<file path="src/rtl/subneg_core.sv">
// subneg_core: multi-cycle SUBNEG/SUBLEQ processor core.
// One word access per state over a req/ack handshake; six states per instruction.
module subneg_core #(
  parameter int WIDTH      = 8,
  parameter int ADDR_W     = 8,
  parameter int RESET_PC   = 0,
  parameter int BRANCH_LEQ = 0,
  parameter int CNT_W      = 16
) (
  input  logic              clk,
  input  logic              rst,
  input  logic              start,
  input  logic              step_en,
  output logic              mem_req,
  output logic              mem_we,
  output logic [ADDR_W-1:0] mem_addr,
  output logic [WIDTH-1:0]  mem_wdata,
  input  logic [WIDTH-1:0]  mem_rdata,
  input  logic              mem_ack,
  output logic [ADDR_W-1:0] pc_out,
  output logic              busy,
  output logic              halted,
  output logic [CNT_W-1:0]  retired
);

  typedef enum logic [2:0] {
    S_IDLE,
    S_FA,
    S_FB,
    S_FC,
    S_RA,
    S_RB,
    S_WR,
    S_HALT
  } state_e;

  localparam logic [ADDR_W-1:0] PC0 = ADDR_W'(RESET_PC);

  state_e            state_q, state_d;
  logic [ADDR_W-1:0] pc_q, pc_d;
  logic [ADDR_W-1:0] a_q, a_d;
  logic [ADDR_W-1:0] b_q, b_d;
  logic [ADDR_W-1:0] c_q, c_d;
  logic [ADDR_W-1:0] addr_q, addr_d;
  logic [WIDTH-1:0]  opa_q, opa_d;
  logic [WIDTH-1:0]  wdata_q, wdata_d;
  logic              req_q, req_d;
  logic              we_q, we_d;
  logic [CNT_W-1:0]  ret_q, ret_d;

  logic              neg, zero, take, acc;
  logic [ADDR_W-1:0] npc;

  // wdata_q holds opB - opA while in WRITE, so the branch test reads it directly
  assign neg  = wdata_q[WIDTH-1];
  assign zero = (wdata_q == '0);
  assign take = neg | ((BRANCH_LEQ != 0) & zero);
  assign npc  = take ? c_q : pc_q + ADDR_W'(3);
  assign acc  = req_q & mem_ack;

  always_comb begin
    state_d = state_q;
    pc_d    = pc_q;
    a_d     = a_q;
    b_d     = b_q;
    c_d     = c_q;
    addr_d  = addr_q;
    opa_d   = opa_q;
    wdata_d = wdata_q;
    req_d   = req_q;
    we_d    = we_q;
    ret_d   = ret_q;
    unique case (state_q)
      S_IDLE: begin
        if (start) begin
          state_d = S_FA;
          req_d   = 1'b1;
          we_d    = 1'b0;
          addr_d  = pc_q;
        end
      end
      S_HALT: begin
        if (start) begin
          state_d = S_FA;
          pc_d    = PC0;
          req_d   = 1'b1;
          we_d    = 1'b0;
          addr_d  = PC0;
        end
      end
      S_FA: begin
        if (acc) begin
          a_d     = mem_rdata[ADDR_W-1:0];
          state_d = S_FB;
          addr_d  = pc_q + ADDR_W'(1);
        end
      end
      S_FB: begin
        if (acc) begin
          b_d     = mem_rdata[ADDR_W-1:0];
          state_d = S_FC;
          addr_d  = pc_q + ADDR_W'(2);
        end
      end
      S_FC: begin
        if (acc) begin
          c_d     = mem_rdata[ADDR_W-1:0];
          state_d = S_RA;
          addr_d  = a_q;
        end
      end
      S_RA: begin
        if (acc) begin
          opa_d   = mem_rdata;
          state_d = S_RB;
          addr_d  = b_q;
        end
      end
      S_RB: begin
        if (acc) begin
          wdata_d = mem_rdata - opa_q;
          state_d = S_WR;
          we_d    = 1'b1;
          addr_d  = b_q;
        end
      end
      S_WR: begin
        if (acc) begin
          ret_d = ret_q + CNT_W'(1);
          req_d = 1'b0;
          if (npc == pc_q) begin
            state_d = S_HALT;
          end else if (step_en) begin
            state_d = S_IDLE;
            pc_d    = npc;
          end else begin
            state_d = S_FA;
            pc_d    = npc;
            req_d   = 1'b1;
            we_d    = 1'b0;
            addr_d  = npc;
          end
        end
      end
      default: begin
        state_d = S_IDLE;
        req_d   = 1'b0;
      end
    endcase
  end

  always_ff @(posedge clk or negedge rst) begin
    if (!rst) begin
      state_q <= S_IDLE;
      pc_q    <= PC0;
      a_q     <= '0;
      b_q     <= '0;
      c_q     <= '0;
      addr_q  <= '0;
      opa_q   <= '0;
      wdata_q <= '0;
      req_q   <= 1'b0;
      we_q    <= 1'b0;
      ret_q   <= '0;
    end else begin
      state_q <= state_d;
      pc_q    <= pc_d;
      a_q     <= a_d;
      b_q     <= b_d;
      c_q     <= c_d;
      addr_q  <= addr_d;
      opa_q   <= opa_d;
      wdata_q <= wdata_d;
      req_q   <= req_d;
      we_q    <= we_d;
      ret_q   <= ret_d;
    end
  end

  assign mem_req   = req_q;
  assign mem_we    = we_q;
  assign mem_addr  = addr_q;
  assign mem_wdata = wdata_q;
  assign pc_out    = pc_q;
  assign busy      = (state_q != S_IDLE) && (state_q != S_HALT);
  assign halted    = (state_q == S_HALT);
  assign retired   = ret_q;

endmodule
</file>
<file path="config.mk">
export PLATFORM = sky130hd
export DESIGN_NAME = subneg_core
export DESIGN_NICKNAME = d
export VERILOG_FILES = /design/src/rtl/subneg_core.sv
export SDC_FILE = /design/constraint.sdc
export NUM_CORES = 1
export LEC_CHECK = 0
export ABC_AREA = 0
export BUFFER_PORTS_ARGS = -buffer_cell sky130_fd_sc_hd__buf_2
export CORE_MARGIN = 3
export CORE_UTILIZATION = 53
export CTS_CLUSTER_DIAMETER = 120
export CTS_CLUSTER_SIZE = 24
export DETAILED_ROUTE_END_ITERATION = 6
export PLACE_DENSITY_LB_ADDON = 0.08
export SYNTH_ARGS = -nofsm -noshare
export SYNTH_HDL_FRONTEND = slang
export SYNTH_SLANG_ARGS = --single-unit
</file>
<file path="constraint.sdc">
create_clock -name clk -period 2.2 [get_ports clk]
set_input_delay 0.33 -clock clk [delete_from_list [all_inputs] [get_ports clk]]
set_output_delay 0.33 -clock clk [all_outputs]
set_load 0.1 [all_outputs]
</file>
==> results of run 1 <==
-- layout make-up --
type / count / area, um^2
repair buffers: 90 / 583
fillers: 676 / 2860
inverters: 28 / 113
clock buffers: 10 / 138
flip-flops and latches: 77 / 1950
multi-input cells: 336 / 2460
clock inverters: 6 / 68.8
well taps: 105 / 131
-- synth_stat cells, types with 2 or more instances --
cell type	instances	area, um^2
nand2_1	52	195
and2_1	2	12.5
inv_1	26	97.6
o21ai_0	32	160
a22oi_1	4	30.0
o311ai_0	2	17.5
buf_4	3	22.5
ha_1	13	163
nor2b_1	5	31.3
and3_1	8	50.1
nor3_1	8	40.0
dfrtp_1	77	1930
or3_1	3	18.8
mux2i_1	2	20.0
o22ai_1	2	12.5
nor4_1	2	12.5
a32oi_1	5	43.8
o21a_1	3	22.5
nand2_2	2	12.5
nand3_1	10	50.1
a211oi_1	3	22.5
o221ai_1	4	35.0
o31ai_1	11	82.6
o41ai_1	2	17.5
xnor2_1	21	184
a21oi_1	17	85.1
nor4_4	3	63.8
mux2_4	6	90.1
nand4_1	6	37.5
mux2_2	30	338
a31oi_1	3	18.8
clkbuf_1	9	33.8
xor2_1	15	131
o2111ai_1	2	17.5
buf_2	13	65.1
a221oi_1	2	17.5
nor2_1	28	105
nand2b_1	5	31.3
buf_6	2	22.5
-- path summary, 6_finish.rpt --
kind / from / end / slack, ps
setup reg to reg: pc_out[1] / mem_addr[2] / 90
max in group asynchronous: rst / opa_q[3] / 1140
hold reg to reg: retired[15] / retired[15] / 480
setup / recovery: pc_out[1] / mem_addr[2] / 90
hold / removal: mem_rdata[0] / a_q[0] / 250
min in group asynchronous: rst / retired[8] / 470
-- flip-flops by register name, indices dropped and copies added (netlist names) --
signal and flops:
a_q 8, pc_out 8, c_q 8, mem_req 1, opa_q 8, retired 16
mem_wdata 8, mem_we 1, b_q 8, state_q 3, mem_addr 8
-- what timing repair did --
| action | 4_1_cts | 5_1_grt |
|---|---|---|
| gates resized for setup | 1 | 6 |
| endpoints found under the hold margin | 33 | 0 |
| setup endpoints to repair | 2 | 10 |
| buffers inserted | 0 | 1 |
| hold buffers | 1 | 0 |
| pin swaps | 0 | 1 |
-- metrics by stage --
stage / area [um^2] / hold WS [ps]
after floorplan: 4660 / 34.4
after global placement: 5190 / 312
after detailed placement: 5190 / 318
after CTS: 5410 / 247
after global routing: 5440 / 255
final: 5440 / 251
-- routing by layer --
metal  wire length (um)  share of wire  vias up
li1                   -              -     1818
met5                  0              0        -
met1               5410           0.44     1886
met3                693          0.057       28
met4                319          0.026        0
met2               5820           0.48      134
-- cell families (layout without fill, tap and decap cells) --
family,count (synthesis),in the layout,synth area share
AO/OA/AOI/OAI,105,105,0.153
multiplexers,38,38,0.0977
XOR/XNOR,36,36,0.0687
buffers and inverters,56,134,0.0559
adder cells (fa/ha/maj),14,14,0.0398
AND/OR/NAND/NOR,143,143,0.165
flip-flops,77,77,0.420
==> results.ini, run 1 <==
[clock_network]
clk_path_buf_depth = 2
cts.reportedPaths.clkPinSlew_ps = 80
clk_latency_ps = 360
cts-root-buf = clkbuf_8
cts_tree = yes
numCtsBuffers = 9
htreeDepth = 3
cts_sinks = 77

[global_routing]
antenna_found_initial = 0
top_usage_layer = met2
grt_pass1_wl_um = 19800
use_met3 = 0.0517
met1_usage = 0.343
grt_max_degree = 45
grt_pass1_vias = 3812
grtUsageTotal = 0.256
overflow = 0
use_met2 = 0.411

[die]
die_h_um = 99.0
die_w_um = 99.0
coreArea_um2 = 8300
initial_core_util = 0.553
die_area_um2 = 9810
num_io_pins = 57
rows = 33

[placement]
portBuffers = 56
place.gp.congestion = 0.929
placedCellCount = 634
place_ws_ps = -70.2
hpwl_um = 9270

[critical_path]
critical_path_required_ps = 2440
setup.worst_path.class = flip-flop to flip-flop
cpLargestDelayFamily = flip-flops
critPathBufInv = 0
slowest_stage = dfrtp_4
rr_worst_depth = 6
slowest_delay_ps = 520
cp-start-kind = flip-flop
crit_chain = ha_1, a21oi_4, a31o_2, nand4_2, and3_4, mux2_4
cp-end-kind = flip-flop
arrival_ps = 2360
cp.depth = 6
path_max_fanout = 8

[synth]
ys_seq_area_frac = 0.420
syn_area_per_cell_um2 = 9.78
synth_edf_count = 0
synth_seq_cells = 77
ys_types = 65
ys.warnings.count = 0
syn_nets = 496
synthArstFlopShare = 1.00
synth_ff_type = dfrtp_1
synth_cells = 469
syn_area_um2 = 4590

[layout]
final_util = 0.656
instances_no_fill = 652
area_growth_pct = 18.7
layout_commonest_cell = dfrtp_1
n_antenna_cell = 0
drive_gt1_frac = 0.325
final_nets = 569
most-common-layout-cells = 66 x dfrtp_1, 53 x buf_2, 52 x nand2_1

[sta]
tns_ps = 0
setup_viol = 0
worst_slack_ps = 88.2
slew_headroom = 0.600
drv_slew = 0
tightestPinTransition_ps = 596
final_hold_viol_count = 0
max_freq_mhz = 474
fin_worst_skew_ps = 8.28
fin_crit_sh = 0.960
period_needed_ps = 2110
rsz0062_at_grt = false

[drt]
wire_per_inst_um = 18.8
num_vias = 3866
routed_wl_um = 12200
first_pass_iters = 5
drc_errors = 0
postRouteAntennaNets = 0
vias_per_cell = 5.93
drt-initial-drc-count = 248

[status]
status = complete, no violations

[hold_path]
min_path_type = input port to flip-flop
hold_depth = 2

[flow_run]
drv_cap = 0

Power of run 1 is not shown: default switching activity piles up to over one toggle a cycle in this logic, so the estimate is an artifact.
==> run 2: changes to the inputs <==
Settings changed: CORE_UTILIZATION 53 to 59.
Clock period 2.2 ns to 2.1 ns, I/O delays scaled along.
==> run 2 against run 1 <==
Critical path depth is the same; first-iteration DRC count is 49% higher; register-to-register slack lost 20 ps; non-clock buffer count increased by 11; critical path type is now flip-flop to output port; routed wire length decreased by 0.56%; largest cell class unchanged; clock skew rose by 4.6 ps.
==> results.ini, run 2 (synthesis gave the netlist of run 1 again) <==
[placement]
portBuffers = 56  ; unchanged
place_ws_ps = -60.5  ; +9.76 ps
place.gp.congestion = 1.01  ; +8.2%
hpwl_um = 9100  ; -1.9%

[flow_run]
drv_cap = 0  ; unchanged

[sta]
worst_slack_ps = 63.6  ; -24.6 ps
max_freq_mhz = 491
tightestPinTransition_ps = 550  ; -45.3 ps
fin_worst_skew_ps = 12.9  ; +4.62 ps
fin_crit_sh = 0.970
slew_headroom = 0.633  ; +0.0332
holdWs_ps = 253  ; +1.79 ps
setup_viol = 0  ; unchanged
final_hold_viol_count = 0  ; unchanged
period_needed_ps = 2040
tns_ps = 0  ; unchanged
drv_slew = 0  ; unchanged

[layout]
area_growth_pct = 21.6
largest_reg_flops = 16  ; unchanged
layout_commonest_cell = dfrtp_1
n_antenna_cell = 0  ; unchanged
final_nets = 580  ; +1.9%
most-common-layout-cells = 63 x dfrtp_1, 53 x buf_2, 52 x nand2_1
drive_gt1_frac = 0.351  ; +0.0258

[hold_path]
min_path_type = input port to flip-flop

[critical_path]
critPathBufInv = 4  ; +4
arrival_ps = 1720  ; -640 ps
setup.worst_path.class = flip-flop to output port
path_max_fanout = 7  ; -1
cp-end-kind = output port
cp-start-kind = flip-flop
slowest_stage = dfrtp_2
cpLargestDelayFamily = buffers and inverters
critical_path_required_ps = 1780  ; -660 ps
cp_common_cell = buf_4
slowest_delay_ps = 460  ; -60 ps
crit_chain = buf_4, buf_4, nor3_2, buf_4, nor2_4, buf_12

[clock_network]
cts_sinks = 77  ; unchanged
cts_tree = yes
cts.reportedPaths.clkPinSlew_ps = 100  ; +20 ps
clk_latency_ps = 370  ; about the same
clk_path_buf_depth = 2  ; unchanged
numCtsBuffers = 9  ; unchanged
htreeDepth = 3  ; unchanged
cts-root-buf = clkbuf_8

[global_routing]
grt_max_degree = 52  ; +16%
grt_pass1_wl_um = 19800  ; +0.18%
grt_pass1_vias = 3840  ; +0.73%
overflow = 0  ; unchanged
antenna_found_initial = 0  ; unchanged
grtUsageTotal = 0.293  ; +0.0364

[drt]
postRouteAntennaNets = 0  ; unchanged
wire_per_inst_um = 18.5  ; -1.3%
drt-initial-drc-count = 370  ; +49%
routed_wl_um = 12200  ; -0.56%
drc_errors = 0  ; unchanged
first_pass_iters = 5  ; unchanged
vias_per_cell = 6.00  ; +1.2%
num_vias = 3941  ; +1.9%

[die]
rows = 31  ; -6.1%
die_h_um = 94.2  ; -4.9%
coreArea_um2 = 7410  ; -11%
die_area_um2 = 8870  ; -9.6%
initial_core_util = 0.619  ; +0.0665
num_io_pins = 57  ; unchanged
die_w_um = 94.2  ; -4.9%

[status]
status = complete, no violations

run 2: cell count changes in the layout (fill, tap and decap cells not counted), sizes merged:
cell	delta
buf	+11
clkinvlp	+2
clkinv	-2
inv	+1
clkbuf	-1
run 2: routing by layer:
metal  vias up  wire (um)  part of all wire  track usage
li1       1833          -                 -            -
met1      1909       5340              0.44        0.400
met2       164       5700              0.47        0.463
met3        35        720             0.059       0.0393
met4         0        407             0.033        0.134
met5         -          0                 0            0
run 2: tightest hold or removal path: stages:
cell and delay (ps):
buf_2 110, inv_1 60, o21ai_0 80
run 2: area by class of cell:
| class | instances | area [um^2] |
|---|---|---|
| clock buffer | 9 | 124 |
| clock inverter | 7 | 81.3 |
| fill | 538 | 1830 |
| inverter | 28 | 113 |
| multi-input combinational | 336 | 2500 |
| sequential | 77 | 1960 |
| tap | 99 | 124 |
| timing repair buffer | 101 | 678 |
run 2: worst paths after layout:
path / endpoint / startpoint / cells past startpoint / slack, ps
max: busy / state_q[0] / 6 / 60
min: opa_q[0] / mem_rdata[0] / 3 / 250
max reg2reg: mem_addr[0] / pc_out[1] / 8 / 70
min reg2reg: retired[3] / retired[3] / 1 / 480
max in group asynchronous: mem_wdata[7] / rst / 3 / 1090
min in group asynchronous: pc_out[7] / rst / 2 / 410
run 2: through the flow:
stage | std cells | util | instance area [um^2]
final | 657 | 0.753 | 5580
after global routing | 657 | 0.753 | 5580
after CTS | 657 | 0.746 | 5530
after detailed placement | 640 | 0.716 | 5300
after global placement | 640 | 0.716 | 5300
after floorplan | 469 | - | 4670
run 2: what timing repair did:
action / CTS / global route
hold buffers: 1 / 0
gates cloned: 0 / 0
setup buffers: 0 / 0
pin swaps: 0 / 4
resized for setup: 1 / 17
setup endpoints to repair: 1 / 24
endpoints found under the hold margin: 26 / 0
Power of run 2 is left out for the same reason.
